[src/rtl/mem_access_unit.sv]
// mem_access_unit: turns the multicycle control FSM's memory requests into
// req/ack bus transactions on a unified instruction/data memory, stalls the
// FSM until each access completes, captures ir/mdr and reports sticky errors.
module mem_access_unit #(
  parameter int TIMEOUT = 255,
  parameter int CNT_W   = 16
) (
  input  logic        clk,
  input  logic        rst,
  input  logic        acc_en,
  input  logic        IorD,
  input  logic        IRWrite,
  input  logic        MemWrite,
  input  logic [31:0] pc,
  input  logic [31:0] alu_out,
  input  logic [31:0] store_data,
  output logic        stall,
  output logic        done,
  output logic [31:0] ir,
  output logic [31:0] mdr,
  output logic        err,
  output logic [1:0]  err_code,
  output logic        m_req,
  output logic        m_we,
  output logic [31:0] m_addr,
  output logic [31:0] m_wdata,
  input  logic [31:0] m_rdata,
  input  logic        m_ack
);

  typedef enum logic [1:0] {S_IDLE, S_REQ, S_DONE} state_t;

  state_t             r_state, w_next;
  logic [CNT_W-1:0]   r_cnt;
  logic               r_req, r_we, r_irw, r_iord, r_err;
  logic [1:0]         r_code;
  logic [31:0]        r_addr, r_wdata, r_ir, r_mdr;

  logic [31:0]        w_addr;
  logic               w_ill, w_mis, w_tmo;

  assign w_addr = IorD ? alu_out : pc;
  assign w_ill  = IRWrite & (IorD | MemWrite);
  assign w_mis  = (w_addr[1:0] != 2'b00);
  assign w_tmo  = !m_ack && (r_cnt == CNT_W'(TIMEOUT - 1));

  // Stall is combinational so the FSM holds in the very cycle it asks.
  assign stall    = ((r_state == S_IDLE) && acc_en) || (r_state == S_REQ);
  assign done     = (r_state == S_DONE);
  assign m_req    = r_req;
  assign m_we     = r_we;
  assign m_addr   = r_addr;
  assign m_wdata  = r_wdata;
  assign ir       = r_ir;
  assign mdr      = r_mdr;
  assign err      = r_err;
  assign err_code = r_code;

  // State register.
  always_ff @(posedge clk) begin
    if (!rst) r_state <= S_IDLE;
    else      r_state <= w_next;
  end

  // Next-state logic; DONE always returns to IDLE so no access re-triggers.
  always_comb begin
    w_next = r_state;
    case (r_state)
      S_IDLE: if (acc_en) w_next = (w_ill || w_mis) ? S_DONE : S_REQ;
      S_REQ:  if (m_ack || w_tmo) w_next = S_DONE;
      S_DONE: w_next = S_IDLE;
      default: w_next = S_IDLE;
    endcase
  end

  // Bus request, capture registers, timeout counter and sticky error.
  always_ff @(posedge clk) begin
    if (!rst) begin
      r_req   <= 1'b0;
      r_we    <= 1'b0;
      r_addr  <= '0;
      r_wdata <= '0;
      r_ir    <= '0;
      r_mdr   <= '0;
      r_err   <= 1'b0;
      r_code  <= 2'b00;
      r_cnt   <= '0;
      r_irw   <= 1'b0;
      r_iord  <= 1'b0;
    end else begin
      case (r_state)
        S_IDLE: if (acc_en) begin
          if (w_ill) begin
            r_err  <= 1'b1;
            r_code <= 2'b10;
          end else if (w_mis) begin
            r_err  <= 1'b1;
            r_code <= 2'b01;
          end else begin
            r_req   <= 1'b1;
            r_addr  <= w_addr;
            r_we    <= MemWrite;
            r_wdata <= store_data;
            r_cnt   <= '0;
            r_irw   <= IRWrite;
            r_iord  <= IorD;
          end
        end
        S_REQ: begin
          if (m_ack) begin
            r_req <= 1'b0;
            r_we  <= 1'b0;
            // Reads land in ir for fetches, mdr for data loads; a plain
            // pc read without IRWrite captures nothing.
            if (!r_we) begin
              if (r_irw)       r_ir  <= m_rdata;
              else if (r_iord) r_mdr <= m_rdata;
            end
          end else if (w_tmo) begin
            r_req  <= 1'b0;
            r_we   <= 1'b0;
            r_err  <= 1'b1;
            r_code <= 2'b11;
          end else begin
            r_cnt <= r_cnt + CNT_W'(1);
          end
        end
        default: ;
      endcase
    end
  end

endmodule

[config.mk]
export PLATFORM = sky130hd
export DESIGN_NAME = mem_access_unit
export DESIGN_NICKNAME = d
export VERILOG_FILES = /design/src/rtl/mem_access_unit.sv
export SDC_FILE = /design/constraint.sdc
export NUM_CORES = 1
export LEC_CHECK = 0
export CAP_MARGIN = 10
export CORE_MARGIN = 4
export CORE_UTILIZATION = 45
export DETAILED_ROUTE_END_ITERATION = 7
export PLACE_DENSITY = 0.85
export SETUP_SLACK_MARGIN = 0.5
export SLEW_MARGIN = 40
export SYNTH_ARGS = -nofsm -noshare
export SYNTH_HDL_FRONTEND = slang
export SYNTH_SLANG_ARGS = --single-unit
[constraint.sdc]
create_clock -name clk -period 4.7 [get_ports clk]
set_input_delay 1.175 -clock clk [delete_from_list [all_inputs] [get_ports clk]]
set_output_delay 1.175 -clock clk [all_outputs]
set_load 0.03 [all_outputs]
==> impl_metrics.env, run 1 <==
export IMPL_rr_worst_depth=6
export IMPL_ant_nets=0
export IMPL_cp_required_ns=3.52
export IMPL_die_area_mm2=0.0159
export IMPL_wl_um=19200
export IMPL_initial_utilization_pct=46.8
export IMPL_relSlewSlack_pct=55.4
export IMPL_firstDrtPassIters=5
export IMPL_r2r_start="r_state[0]$_SDFFE_PN0P_"
export IMPL_synth_seq_cells=153
export IMPL_cts_buffer_depth=2
export IMPL_power_internal_w=0.00242
export IMPL_drt_iter0_markers=362
export IMPL_power_switching_w=0.000717
export IMPL_avgSynthCellArea_um2=8.67
export IMPL_grt_usage_pct=23.7
export IMPL_fin_skew_ns=0.00852
export IMPL_synth_edf_count=0
export IMPL_cts_clk_slew_worst_paths_ns=0.06
export IMPL_crit_type="in2out"
export IMPL_swShare_pct=22.9
export IMPL_max_freq_mhz=273
export IMPL_post_cts_buffers=0
export IMPL_met2_usage_pct=40.1
export IMPL_powerDensity_mw_per_mm2=324
export IMPL_ys_types=42
export IMPL_fin_hold_ws_ns=0.458
export IMPL_p_clk_share_pct=46.7
export IMPL_hold_class="reg2reg"
export IMPL_drv_slew=0
export IMPL_fp_dieH_um=126
export IMPL_seqPwrFrac_pct=42.6
export IMPL_drt_vias_per_instance=5.16
export IMPL_die_x_um=126
export IMPL_cts_resized=0
export IMPL_cts_tree="yes"
export IMPL_drive_above_1_share_pct=4.88
export IMPL_clk_latency_ns=0.42
export IMPL_clock_sinks=153
export IMPL_grt_pass1_wl_um=30400
export IMPL_h_tree_depth=4
export IMPL_finalHoldViolations=0
export IMPL_rrSetupSlack_ns=2.41
export IMPL_grt_use_met3_pct=9.61
export IMPL_dpl_hpwl_um=13500
export IMPL_cap_violations=0
export IMPL_io_pin_count=270
export IMPL_fin_setup_tns_ns=0
export IMPL_synthCells=726
export IMPL_grt_max_degree=76
export IMPL_grt_ovfl_total=0
export IMPL_yosysSeqAreaShare_pct=48.6
export IMPL_period_needed_ns=3.66
export IMPL_yosys_warnings=0
export IMPL_row_count=42
export IMPL_mappedNetlistArea_mm2=0.00630
export IMPL_ys_async_sr_fraction_pct=0
export IMPL_gp_congestion=0.874
export IMPL_syn_num_nets=863
export IMPL_final_util_pct=72.0
export IMPL_crit_arrival_ns=2.48
export IMPL_r2r_end="r_cnt[5]$_SDFFE_PN0P_"
export IMPL_setup_viol=0
export IMPL_met1_usage_pct=26.2
export IMPL_ctsHoldBuffers=0
export IMPL_area_growth_pct=53.9
export IMPL_vias=5993
export IMPL_finalCritPeriodShare_pct=77.8
export IMPL_wire_per_inst_um=16.6
export IMPL_cp_startpoint="acc_en"
export IMPL_ys_flop_type="dfxtp_1"
export IMPL_total_power_w=0.00313
export IMPL_tightest_slew_ns=0.669
export IMPL_drc=0
export IMPL_irDropWorstVdd_mv=0.279
export IMPL_antenna_found_initial=2
export IMPL_grt_pass1_vias=5936
export IMPL_cp_endpoint="stall"
export IMPL_status="completed"
export IMPL_leakage_nw=3.74
export IMPL_numCtsBuffers=17
export IMPL_crit_path_end_kind="output port"
export IMPL_root_buffer="clkbuf_16"
export IMPL_fp_coreArea_mm2=0.0135
export IMPL_path_max_fanout=3
export IMPL_nets=1107
export IMPL_start_kind="primary input"
export IMPL_port_buffers=269
export IMPL_fillers=1043
export IMPL_grt_busiest_layer="met2"
export IMPL_rsz0062_at_grt="false"
export IMPL_comb_power_share_pct=10.7
registers in the layout, indices dropped and copies added (netlist names):
signal    count
r_cnt        16
err_code      2
m_wdata      32
ir           32
r_irw         1
err           1
r_iord        1
mdr          32
m_addr       32
m_we          1
m_req         1
r_state       2
area by class of cell:
type / count / area [um^2] / area share (%)
diodes: 2 / 5.00 / 0.0517
clock buffers: 20 / 447 / 4.61
clock inverters: 12 / 190 / 1.96
inverters: 8 / 30.0 / 0.310
multi-input cells: 510 / 2960 / 30.6
flip-flops and latches: 153 / 3060 / 31.6
well taps: 176 / 220 / 2.27
repair buffers: 280 / 2770 / 28.6
cell usage after synthesis, types with 3 or more instances:
cell	n	area share [%]
nand2_1	233	14
clkbuf_1	38	2.3
dfxtp_1	153	49
a21oi_1	16	1.3
nand3b_1	3	0.36
nor3b_1	3	0.36
nand3_1	11	0.87
nand4_1	3	0.30
a21boi_0	98	12
inv_1	8	0.48
nor2_1	12	0.72
and3_1	5	0.50
or3_1	7	0.70
o211a_1	31	4.9
nor3_1	6	0.48
buf_2	13	1.0
mux2i_1	31	4.9
nor2b_1	5	0.50
o21ai_0	13	1.0
a21boi_1	4	0.48
and4_1	3	0.42
cells in the final DEF (no fill, tap or decap), types with 4 or more instances in the layout:
cell type	count
nor3_1	6
buf_4	11
nand3_1	11
clkdlybuf4s50_1	267
mux2i_1	31
dfxtp_1	153
nor2b_1	5
o211a_1	30
nor2_1	12
a21boi_1	4
a21oi_1	16
and3_1	5
clkbuf_16	17
or3_1	7
bufinv_16	4
o21ai_0	13
a21boi_0	98
inv_1	8
nand2_1	233
layer usage:
layer	part of all wire, %	routed length (um)
met1	38	7400
met2	49	9490
met3	9.1	1750
met4	3.0	586
met5	0	0
power groups by stage:
stage          Sequential, W  Combinational, W  Clock (W)
5_1_grt              0.00134          0.000358    0.00155
3_3_place_gp         0.00136          0.000331          0
2_1_floorplan        0.00141          0.000107          0
4_1_cts              0.00134          0.000336    0.00148
3_5_place_dp         0.00136          0.000333          0
6_report             0.00134          0.000336    0.00146
kinds of logic after synthesis:
family                   count (synthesis)  synth area share [%]
AO/OA/AOI/OAI                          172                  20.9
XOR/XNOR                                 3                 0.417
adder cells (fa/ha/maj)                  2                 0.397
buffers and inverters                   63                  4.43
flip-flops                             153                  48.6
multiplexers                            31                  4.93
AND/OR/NAND/NOR                        302                  20.3
how the worst min path moves through the flow:
stage,from,to,slack (ns),depth (start not counted)
final,err_code[1]$_SDFFE_PN0P_,err_code[1]$_SDFFE_PN0P_,0.46,2
after global routing,m_wdata[12]$_SDFFE_PN0P_,m_wdata[12]$_SDFFE_PN0P_,0.49,2
after CTS,err_code[1]$_SDFFE_PN0P_,err_code[1]$_SDFFE_PN0P_,0.46,2
after detailed placement,err_code[0]$_SDFFE_PN0P_,err_code[0]$_SDFFE_PN0P_,0.45,2
after global placement,err_code[0]$_SDFFE_PN0P_,err_code[0]$_SDFFE_PN0P_,0.44,2
after floorplan,r_iord$_SDFFE_PN0P_,r_iord$_SDFFE_PN0P_,0.45,2
worst max-delay path, stage by stage:
cell	delay, ns
clkdlybuf4s50_1	0.49
nor2_1	0.06
nor2_1	0.09
clkdlybuf4s50_1	0.67
per-stage QoR:
| step | setup slack, ns | cell area [um^2] | cells |
|---|---|---|---|
| 3_5_place_dp | 1.04 | 9030 | 1126 |
| 3_3_place_gp | 1.05 | 9030 | 1126 |
| 6_report | 1.04 | 9690 | 1161 |
| 2_1_floorplan | 1.91 | 6300 | 726 |
| 5_1_grt | 0.969 | 9690 | 1161 |
| 4_1_cts | 1.04 | 9670 | 1158 |
Power figures use the tool's default switching activity.
==> run 2: changes to the inputs <==
--- a/config.mk
+++ b/config.mk
@@ -7,9 +7,9 @@
 export LEC_CHECK = 0
 export CAP_MARGIN = 10
 export CORE_MARGIN = 4
-export CORE_UTILIZATION = 45
+export CORE_UTILIZATION = 43
 export DETAILED_ROUTE_END_ITERATION = 7
-export PLACE_DENSITY = 0.85
+export PLACE_DENSITY = 0.82
 export SETUP_SLACK_MARGIN = 0.5
 export SLEW_MARGIN = 40
 export SYNTH_ARGS = -nofsm -noshare
==> constraint.sdc (replaced) <==
create_clock -name clk -period 3.6 [get_ports clk]
set_input_delay 0.9 -clock clk [delete_from_list [all_inputs] [get_ports clk]]
set_output_delay 0.9 -clock clk [all_outputs]
set_load 0.03 [all_outputs]
==> impl_metrics.env, run 2 (same netlist as run 1, synthesis figures left out) <==
export IMPL_relSlewSlack_pct=49.6
export IMPL_clk_latency_ns=0.42
export IMPL_cpMostUsedCell="nor2_1"
export IMPL_grt_max_degree=87
export IMPL_met3_length_um=2030
export IMPL_tightest_slew_ns=0.756
export IMPL_cp_required_ns=2.70
export IMPL_initial_utilization_pct=44.7
export IMPL_layout_common_cells="clkdlybuf4s50_1 (266), nand2_1 (233), dfxtp_1 (153), a21boi_0 (98), mux2i_1 (31)"
export IMPL_status="completed"
export IMPL_rr_worst_depth=6
export IMPL_fp_coreArea_mm2=0.0141
export IMPL_max_freq_mhz=353
export IMPL_crit_type="in2out"
export IMPL_powerDensity_mw_per_mm2=411
export IMPL_h_tree_depth=4
export IMPL_critPathMaxStageDelay_ns=0.49
export IMPL_fin_area_mm2=0.00966
export IMPL_cts_tree="yes"
export IMPL_r2r_end="r_cnt[3]$_SDFFE_PN0P_"
export IMPL_port_buffers=269
export IMPL_hold_path_end="err_code[1]$_SDFFE_PN0P_"
export IMPL_area_growth_pct=53.4
export IMPL_period_needed_ns=2.84
export IMPL_die_x_um=129
export IMPL_fin_skew_ns=0.00576
export IMPL_wire_per_inst_um=16.1
export IMPL_worstHoldStart="err_code[1]$_SDFFE_PN0P_"
export IMPL_wl_um=18800
export IMPL_numCtsBuffers=17
export IMPL_irDropWorstVdd_mv=0.328
export IMPL_die_area_mm2=0.0166
export IMPL_nets=1108
export IMPL_grt_pass1_vias=5914
export IMPL_io_pin_count=270
export IMPL_grt_pass1_wl_um=29500
export IMPL_path_cells="clkdlybuf4s50_1, nor2_1, nor2_1, dlygate4sd2_1"
export IMPL_cts_buffer_depth=2
export IMPL_ant_nets=0
export IMPL_clock_sinks=153
export IMPL_fin_cells=1165
export IMPL_fin_setup_tns_ns=0
export IMPL_r2r_start="r_state[0]$_SDFFE_PN0P_"
export IMPL_drive_above_1_share_pct=4.88
export IMPL_row_count=43
export IMPL_vias=5899
export IMPL_path_max_fanout=3
export IMPL_grt_usage_pct=22.6
export IMPL_hold_class="reg2reg"
export IMPL_grt_ovfl_total=0
export IMPL_crit_path_top_delay_cell="clkdlybuf4s50_1"
export IMPL_fp_dieH_um=129
export IMPL_whs_path_depth=2
export IMPL_gp_congestion=0.830
export IMPL_multiInputGateArea_mm2=0.00296
export IMPL_start_kind="primary input"
export IMPL_final_common_cell="clkdlybuf4s50_1"
export IMPL_drt_vias_per_instance=5.06
export IMPL_drv_slew=0
export IMPL_rsz0062_at_grt="false"
export IMPL_dp_cells=1131
export IMPL_antenna_found_initial=1
export IMPL_drc=0
export IMPL_firstDrtPassIters=4
export IMPL_cp_top_family="buffers and inverters"
export IMPL_post_dp_cell_area_mm2=0.00906
export IMPL_critical_path_buf_inv_count=2
export IMPL_cap_violations=0
export IMPL_setup_viol=0
export IMPL_crit_arrival_ns=1.94
export IMPL_fillers=1133
export IMPL_rrSetupSlack_ns=1.30
export IMPL_met2_wirelength_um=8870
export IMPL_crit_path_end_kind="output port"
export IMPL_drt_iter0_markers=227
export IMPL_cts_clk_slew_worst_paths_ns=0.06
export IMPL_root_buffer="clkbuf_16"
export IMPL_seq_area_mm2=0.00306
export IMPL_top_layer="met4"
export IMPL_dpl_hpwl_um=13400
export IMPL_finalHoldViolations=0
export IMPL_leakage_nw=3.72
export IMPL_wl_met1_um=7290
export IMPL_finalCritPeriodShare_pct=78.8
run 2: area by class of cell:
cell class                      instances  share of cell area (%)
Timing Repair Buffer                  281                    28.9
Clock buffer                           20                    4.52
Sequential cell                       153                    31.7
Multi-Input combinational cell        510                    30.7
Tap cell                              180                    2.33
Antenna cell                            1                  0.0259
Clock inverter                         12                    1.56
Inverter                                8                   0.311
run 2: worst max-delay path by stage:
stage                                  endpoint  cells after the start  startpoint  slack (ns)
final                                     stall                      4      acc_en        0.76
after global routing                      stall                      4      acc_en        0.70
after CTS                                 stall                      4      acc_en        0.76
after detailed placement                  stall                      4      acc_en        0.48
after global placement                    stall                      4      acc_en        0.50
after floorplan           r_cnt[7]$_SDFFE_PN0P_                      8        IorD        1.25
run 2: timing repair:
action                     in CTS  in global routing
hold buffers                    0                  0
setup endpoints to repair       1                  0
resized for setup               1                  0
setup buffers                   0                  0
run 2: routing by layer:
layer  track usage [%]  vias up
li1                  -     2947
met1              24.4     2688
met2              37.3      223
met3              12.1       41
met4              8.83        0
met5                 0        -
run 2: report_power, final:
group / switching (W) / internal [W]
Sequential: 0.0000187 / 0.00173
Combinational: 0.000195 / 0.000241
Clock: 0.000699 / 0.00109
Total: 0.000913 / 0.00305
run 2: worst reg2reg max path, cell delays in order (launching register included):
cell and delay (ns):
dfxtp_1 0.48, nand2b_1 0.36, nor3_1 0.42, a211oi_4 0.13
buf_4 0.22, or4_1 0.48, a21boi_0 0.15
run 2: metrics by stage:
| stage | util [%] | hold WS, ns | setup slack [ns] | power (W) |
|---|---|---|---|---|
| 2_1_floorplan | - | 0.452 | 1.25 | 0.00198 |
| 3_3_place_gp | 64.3 | 0.435 | 0.502 | 0.00222 |
| 3_5_place_dp | 64.3 | 0.440 | 0.476 | 0.00222 |
| 4_1_cts | 68.4 | 0.449 | 0.756 | 0.00401 |
| 5_1_grt | 68.5 | 0.476 | 0.699 | 0.00412 |
| 6_report | 68.5 | 0.449 | 0.764 | 0.00397 |
==> run 3: changes to the inputs <==
==> constraint.sdc (replaced) <==
create_clock -name clk -period 2.8 [get_ports clk]
set_input_delay 0.7 -clock clk [delete_from_list [all_inputs] [get_ports clk]]
set_output_delay 0.7 -clock clk [all_outputs]
set_load 0.03 [all_outputs]
==> impl_metrics.env, run 3 (same netlist as run 1, synthesis figures left out) <==
export IMPL_status="completed"
export IMPL_crit_path_top_delay_cell="clkdlybuf4s50_1"
export IMPL_antenna_found_initial=0
export IMPL_relSlewSlack_pct=45.5
export IMPL_cts_tree="yes"
export IMPL_drc=0
export IMPL_rrSetupSlack_ns=0.65
export IMPL_tightest_slew_ns=0.797
export IMPL_cap_violations=0
export IMPL_fin_ws_ns=0.563
export IMPL_path_cells="clkdlybuf4s50_1, nor2_1, nor2_1, buf_2"
export IMPL_critPathMaxStageDelay_ns=0.48
export IMPL_fp_coreArea_mm2=0.0141
export IMPL_drive_above_1_share_pct=6.26
export IMPL_clk_latency_ns=0.42
export IMPL_fin_area_mm2=0.00985
export IMPL_crit_path_end_kind="output port"
export IMPL_final_common_cell="clkdlybuf4s50_1"
export IMPL_die_area_mm2=0.0166
export IMPL_fin_setup_tns_ns=0
export IMPL_firstDrtPassIters=6
export IMPL_powerDensity_mw_per_mm2=555
export IMPL_worstHoldStart="err_code[1]$_SDFFE_PN0P_"
export IMPL_finalCritPeriodShare_pct=79.9
export IMPL_crit_arrival_ns=1.54
export IMPL_grt_ovfl_total=0
export IMPL_max_freq_mhz=447
export IMPL_leakage_nw=3.82
export IMPL_drt_vias_per_instance=5.13
export IMPL_period_needed_ns=2.24
export IMPL_start_kind="primary input"
export IMPL_hold_class="reg2reg"
export IMPL_numCtsBuffers=17
export IMPL_cts_clk_slew_worst_paths_ns=0.06
export IMPL_post_dp_cell_area_mm2=0.00911
export IMPL_irDropWorstVdd_mv=0.549
export IMPL_h_tree_depth=4
export IMPL_hold_path_end="err_code[1]$_SDFFE_PN0P_"
export IMPL_die_x_um=129
export IMPL_vias=6000
export IMPL_grt_pass1_wl_um=30000
export IMPL_layout_common_cells="clkdlybuf4s50_1 (265), nand2_1 (233), dfxtp_1 (153), a21boi_0 (98), mux2i_1 (31)"
export IMPL_nets=1114
export IMPL_root_buffer="clkbuf_16"
export IMPL_fin_skew_ns=0.00936
export IMPL_port_buffers=269
export IMPL_clock_sinks=153
export IMPL_finalHoldViolations=0
export IMPL_cp_required_ns=2.10
export IMPL_r2r_end="r_cnt[7]$_SDFFE_PN0P_"
export IMPL_dpl_hpwl_um=13600
export IMPL_ant_nets=0
export IMPL_rsz0062_at_grt="false"
export IMPL_rr_worst_depth=6
export IMPL_path_max_fanout=3
export IMPL_grt_max_degree=96
export IMPL_antenna_cells=0
export IMPL_pre_cts_ws_ns=0.0138
export IMPL_area_growth_pct=56.5
export IMPL_wl_um=19500
export IMPL_setup_viol=0
export IMPL_grt_usage_pct=23.0
export IMPL_io_pin_count=270
export IMPL_wire_per_inst_um=16.7
export IMPL_whs_path_depth=2
export IMPL_grt_pass1_vias=5916
export IMPL_row_count=43
export IMPL_fp_dieH_um=129
export IMPL_initial_utilization_pct=44.7
export IMPL_cts_buffer_depth=2
export IMPL_drv_slew=0
export IMPL_gp_congestion=0.809
export IMPL_r2r_start="r_cnt[11]$_SDFFE_PN0P_"
export IMPL_drt_iter0_markers=278
export IMPL_cpMostUsedCell="nor2_1"
export IMPL_crit_type="in2out"
-- run 3: cell types whose count changed in the layout (fill, tap and decap cells not counted), sizes merged --
cell           before  now
clkdlybuf4s50     266  265
bufinv              3    6
a211oi              1    2
clkinv              5    3
clkbuf             20   21
clkinvlp            3    1
diode               1    0
buf                14   20
-- run 3: layout make-up --
cell class              instances  area [um^2]
flip-flops and latches        153         3060
fillers                      1114         4240
clock inverters                11          215
repair buffers                286         2850
multi-input cells             511         3000
inverters                       8         30.0
well taps                     180          225
clock buffers                  21          470
-- run 3: timing repair --
action                                 4_1_cts  5_1_grt
hold buffers                                 0        0
endpoints found under the hold margin        0        0
setup buffers                                0        2
gates resized for setup                      6        7
setup endpoints to repair                    8       13
gates cloned                                 1        0
-- run 3: metrics by stage --
step                      hold slack (ns)  util (%)  instances  power (W)
after floorplan                     0.452         -        726    0.00254
after global placement              0.433      64.7       1135    0.00285
after detailed placement            0.441      64.7       1135    0.00286
after CTS                           0.450      69.7       1168    0.00550
after global routing                0.479      69.9       1170    0.00563
final                               0.449      69.9       1170    0.00547
-- run 3: worst max-delay path by stage --
stage               start  slack (ns)  cells past startpoint                     to
2_1_floorplan        IorD        0.65                      8  r_cnt[7]$_SDFFE_PN0P_
3_3_place_gp   alu_out[1]        0.04                      6  r_cnt[5]$_SDFFE_PN0P_
3_5_place_dp        pc[0]        0.01                      8  r_cnt[0]$_SDFFE_PN0P_
4_1_cts            acc_en        0.46                      4                  stall
5_1_grt          MemWrite        0.50                      8  r_cnt[2]$_SDFFE_PN0P_
6_report           acc_en        0.56                      4                  stall
-- run 3: report_power, final --
group	internal (W)	switching, W
registers	0.00222	0.0000254
logic	0.000317	0.000259
clock network	0.00174	0.000902
-- run 3: worst max-delay path: cells and delay by family --
kind                   cells  cell delay [ns]
buffers and inverters      2             0.68
AND/OR/NAND/NOR            2             0.16
-- run 3: routing by layer --
metal  GRT usage, %  wire (um)
met5              0          0
met4           7.60        407
met3           10.7       1910
met2           40.0       9560
met1           24.7       7660
